`src/rtl/ctrl_fir_mac_seq.sv`:
```
// Sequencer for a polyphase FIR MAC: steps coefficient and sample-ring addresses for one output
// sample and strobes the accumulator so each product is taken one cycle after its RAM read.
module ctrl_fir_mac_seq #(
   parameter int unsigned ADDR_WIDTH      = 12,
   parameter int unsigned DATA_ADDR_WIDTH = 10,
   parameter int unsigned TAPS_WIDTH      = 8
) (
   input  logic                       clk,
   input  logic                       clr,
   input  logic                       start,
   input  logic [ADDR_WIDTH-1:0]      phase_ptr,
   input  logic [TAPS_WIDTH-1:0]      taps,
   input  logic [DATA_ADDR_WIDTH-1:0] data_head,
   output logic                       coef_load,
   output logic                       coef_cnt,
   output logic [ADDR_WIDTH-1:0]      coef_ptr,
   output logic [DATA_ADDR_WIDTH-1:0] data_addr,
   output logic                       rd_en,
   output logic                       mac_clr,
   output logic                       mac_en,
   output logic                       out_valid,
   output logic                       busy,
   output logic                       start_drop
);

   typedef enum logic [2:0] {StIdle, StLoad, StRun, StFlush, StDone} state_e;

   state_e                state;
   logic [TAPS_WIDTH-1:0] remaining;
   logic                  mac_clr_q;
   logic                  zero_start;

   // A zero-tap request clears the accumulator in the request cycle itself, since it never
   // passes through LOAD.
   assign zero_start = (state == StIdle) && start && (taps == '0) && !clr;
   assign mac_clr    = mac_clr_q | zero_start;
   assign busy       = (state != StIdle);

   always_ff @(posedge clk) begin
      if (clr) begin
         state      <= StIdle;
         remaining  <= '0;
         coef_ptr   <= '0;
         data_addr  <= '0;
         coef_load  <= 1'b0;
         coef_cnt   <= 1'b0;
         rd_en      <= 1'b0;
         mac_clr_q  <= 1'b0;
         mac_en     <= 1'b0;
         out_valid  <= 1'b0;
         start_drop <= 1'b0;
      end else begin
         coef_load  <= 1'b0;
         coef_cnt   <= 1'b0;
         rd_en      <= 1'b0;
         mac_clr_q  <= 1'b0;
         mac_en     <= 1'b0;
         out_valid  <= 1'b0;
         start_drop <= start && (state != StIdle);
         unique case (state)
            StIdle: begin
               if (start) begin
                  if (taps != '0) begin
                     state     <= StLoad;
                     coef_ptr  <= phase_ptr;
                     data_addr <= data_head;
                     remaining <= taps;
                     coef_load <= 1'b1;
                     mac_clr_q <= 1'b1;
                  end else begin
                     state     <= StDone;
                     out_valid <= 1'b1;
                  end
               end
            end
            StLoad: begin
               state    <= StRun;
               rd_en    <= 1'b1;
               coef_cnt <= (remaining != TAPS_WIDTH'(1));
            end
            StRun: begin
               // Every read is followed by exactly one accumulate, including the last (in FLUSH).
               mac_en <= 1'b1;
               if (remaining == TAPS_WIDTH'(1)) begin
                  state <= StFlush;
               end else begin
                  rd_en     <= 1'b1;
                  remaining <= remaining - TAPS_WIDTH'(1);
                  data_addr <= data_addr - DATA_ADDR_WIDTH'(1);
                  coef_cnt  <= (remaining != TAPS_WIDTH'(2));
               end
            end
            StFlush: begin
               state     <= StDone;
               out_valid <= 1'b1;
            end
            StDone: begin
               state <= StIdle;
            end
            default: begin
               state <= StIdle;
            end
         endcase
      end
   end

endmodule

```
`config.mk`:
```
export PLATFORM = sky130hd
export DESIGN_NAME = ctrl_fir_mac_seq
export DESIGN_NICKNAME = d
export VERILOG_FILES = /design/src/rtl/ctrl_fir_mac_seq.sv
export SDC_FILE = /design/constraint.sdc
export NUM_CORES = 1
export LEC_CHECK = 0
export ABC_AREA = 1
export CAP_MARGIN = 20
export CORE_AREA = 3 3 83 85
export CTS_CLUSTER_SIZE = 14
export DETAILED_ROUTE_END_ITERATION = 8
export DIE_AREA = 0 0 86 88
export GPL_TIMING_DRIVEN = 0
export SYNTH_ARGS = -nofsm -noshare
export SYNTH_HDL_FRONTEND = slang
export SYNTH_SLANG_ARGS = --single-unit
```
`constraint.sdc`:
```
create_clock -name clk -period 1.3 [get_ports clk]
set_input_delay 0.195 -clock clk [delete_from_list [all_inputs] [get_ports clk]]
set_output_delay 0.195 -clock clk [all_outputs]
set_load 0.01 [all_outputs]
```
==> impl_metrics.json <==
{
  "outcome": "complete, but fails checks",
  "violations": "setup timing",
  "routed_via_density": 4.70,
  "synth_seq_cells": 39,
  "timing.hold.ws_ns": 0.417,
  "synth_cells": 317,
  "cts_tree": "built",
  "syn_area_sq_um": 2090,
  "antenna_found_initial": 0,
  "r2r-start": "remaining[6]",
  "core_area_sq_um": 6280,
  "fmax_ghz": 0.674,
  "fin_area_sq_um": 3380,
  "slew_headroom_pct": 69.0,
  "ant_nets": 0,
  "setup_viol": 32,
  "dr.pass1.iters": 4,
  "start_kind": "flop",
  "critPathMaxFanout": 6,
  "leakagePower_uw": 0.00161,
  "synthTopCellsByArea": "dfxtp_1 37%, nor2_1 13%, nand2_1 12%, o21ai_0 9.1%, inv_1 6.3%",
  "n_antenna_cell": 0,
  "row_count": 29,
  "initial_core_util_pct": 33.2,
  "hpwl_mm": 4.28,
  "rsz0062_at_grt": "yes",
  "ys_seq_area_share_pct": 37.4,
  "grt_max_degree": 11,
  "placed_cell_area_sq_um": 2810,
  "synth_cell_type_count": 30,
  "hold_viol_final": 0,
  "peakVddDrop_uv": 1160,
  "hold_path.class": "in -> reg",
  "crit_path_end_kind": "flop",
  "grt_pass1_wl_mm": 9.38,
  "syn-num-nets": 354,
  "final_common_cell": "nand2_1",
  "mostFrequentLayoutCells": "63 x nand2_1, 53 x nor2_1, 36 x dlygate4sd2_1",
  "gp_congestion": 0.825,
  "cts_inserted_buffers": 5,
  "nets": 448,
  "fill_cells": 632,
  "area_growth_pct": 62.1,
  "clock_sinks": 39,
  "skew_ns": 0.00749,
  "hold_buffers": 0,
  "die_area_sq_um": 7570,
  "drtIter0Drc": 100,
  "regToRegEndpoint": "remaining[6]",
  "finalCriticalPeriod_ns": 1.48,
  "io_pins": 63,
  "routed-via-count": 2287,
  "ff2ff_path_depth": 9,
  "clock_latency_ns": 0.29,
  "synth_warnings": 0,
  "h-tree-depth": 2,
  "crit_path_start": "remaining[6]",
  "min_period_over_period_pct": 114,
  "cts-root-buf": "clkbuf_8",
  "io_buffers": 62,
  "path_clk_slew_ns": 0.07,
  "drive_above_1_share_pct": 28.3,
  "drt-total-wl_mm": 6.27,
  "fp.dieW_um": 86,
  "drv_slew": 0,
  "critPathKind": "reg -> reg",
  "r2r_setup_slack_ns": -0.18,
  "hold-path-cell-count": 5,
  "avgSynthCellArea_sq_um": 6.58,
  "synth_top_cell_area_share_pct": 37.4,
  "drc": 0,
  "clockBufferDepth": 2,
  "fin_ws_ns": -0.183,
  "grt_overflow_total": 0,
  "grt_pass1_vias": 2021,
  "synth_top_cell_by_area": "dfxtp_1",
  "wl_per_cell_um": 12.9,
  "p_per_area_nw_per_um2": 2460,
  "crit_required_ns": 1.52,
  "worstPathArrival_ns": 1.70,
  "maxCapViolations": 0,
  "crit_path_end": "remaining[6]",
  "dieHeight_um": 88,
  "worst-slew-pin-transition_ns": 0.465,
  "grt_use_total_pct": 15.9
}
logic make-up (layout without fill, tap and decap cells):
kind of cell               Yosys count  after routing  share of synthesized area [%]
xor gates and xnor gates             4              4                           1.68
buffers and inverters               49            142                           10.3
DFF                                 39             39                           37.4
AOI/OAI and AO/OA                   53             53                           13.7
and+or+nand+nor                    168            168                           34.6
adders and majority gates            4              4                           2.40
registers in the layout, indices dropped and copies added, names as in the netlist:
register    count
mac_clr_q       1
coef_cnt        1
data_addr      10
rd_en           1
remaining       8
state           3
mac_en          1
start_drop      1
out_valid       1
coef_ptr       12
synthesized netlist by cell type:
cell,count
dfxtp_1,39
nand3_1,13
nor2_4,2
xor2_1,3
buf_2,4
o21bai_1,1
nand2_1,65
a21oi_1,7
inv_2,1
nand3b_1,2
clkbuf_1,5
o21ai_4,1
or2_2,1
a211oi_1,1
buf_6,3
a21oi_2,1
nor2_2,2
xnor2_1,1
nand3b_2,1
nand2_4,1
inv_4,1
ha_1,4
nand4_1,3
o21ai_0,38
nand3_2,1
nand2_2,5
nor2_1,70
o21ai_1,4
nor3_1,2
inv_1,35
metal layers:
metal	vias to the layer above	wire length, um	global-route usage (%)
li1	1177	-	-
met1	1058	2790	19.7
met2	43	3140	27.0
met3	9	217	2.92
met4	0	120	6.62
met5	-	0	0
repair_timing:
action	in CTS	in global routing
gates resized for setup	81	81
gates cloned	1	1
pin swaps	12	21
setup buffers	16	9
endpoints found under the setup margin	61	33
power breakdown:
part | switching, uW | internal [uW]
registers | 449 | 1680
clock network | 396 | 358
logic | 2850 | 2590
stage by stage:
| stage | setup slack, ns | utilization [%] | TNS (ns) | std cells | total power (uW) |
|---|---|---|---|---|---|
| after floorplan | 0.000655 | - | 0 | 317 | 4610 |
| after global placement | -0.876 | 44.7 | -16.63 | 456 | 5930 |
| after detailed placement | -0.902 | 44.7 | -17.11 | 456 | 5980 |
| after CTS | -0.161 | 49.2 | -2.24 | 478 | 7370 |
| after global routing | -0.228 | 53.9 | -4.43 | 487 | 9000 |
| final | -0.183 | 53.9 | -2.46 | 487 | 8320 |
how the worst min path moves through the flow:
stage / slack (ns) / end / start
after floorplan: 0.27 / state[0] / clr
after global placement: 0.46 / coef_ptr[10] / coef_ptr[10]
after detailed placement: 0.47 / coef_ptr[6] / coef_ptr[6]
after CTS: 0.39 / remaining[1] / taps[1]
after global routing: 0.45 / remaining[6] / taps[6]
final: 0.42 / remaining[6] / taps[6]
critical path, cell delays in order, from the launching register on:
cell and delay [ns]:
dfxtp_2 0.37, nor2_4 0.13, nand2_2 0.08, o21ai_4 0.23, nand2_8 0.12, inv_8 0.08
buf_12 0.09, buf_12 0.12, nand2_4 0.05, a21oi_2 0.13
cell type report:
cell class | count | area [sq um] | area share (%)
multi-input cells | 229 | 1320 | 38.9
repair buffers | 89 | 835 | 24.7
flip-flops and latches | 39 | 795 | 23.5
inverters | 37 | 155 | 4.59
plain buffers | 10 | 113 | 3.33
well taps | 77 | 96.3 | 2.85
clock buffers | 6 | 72.6 | 2.15
(Power assumes the default switching activity.)
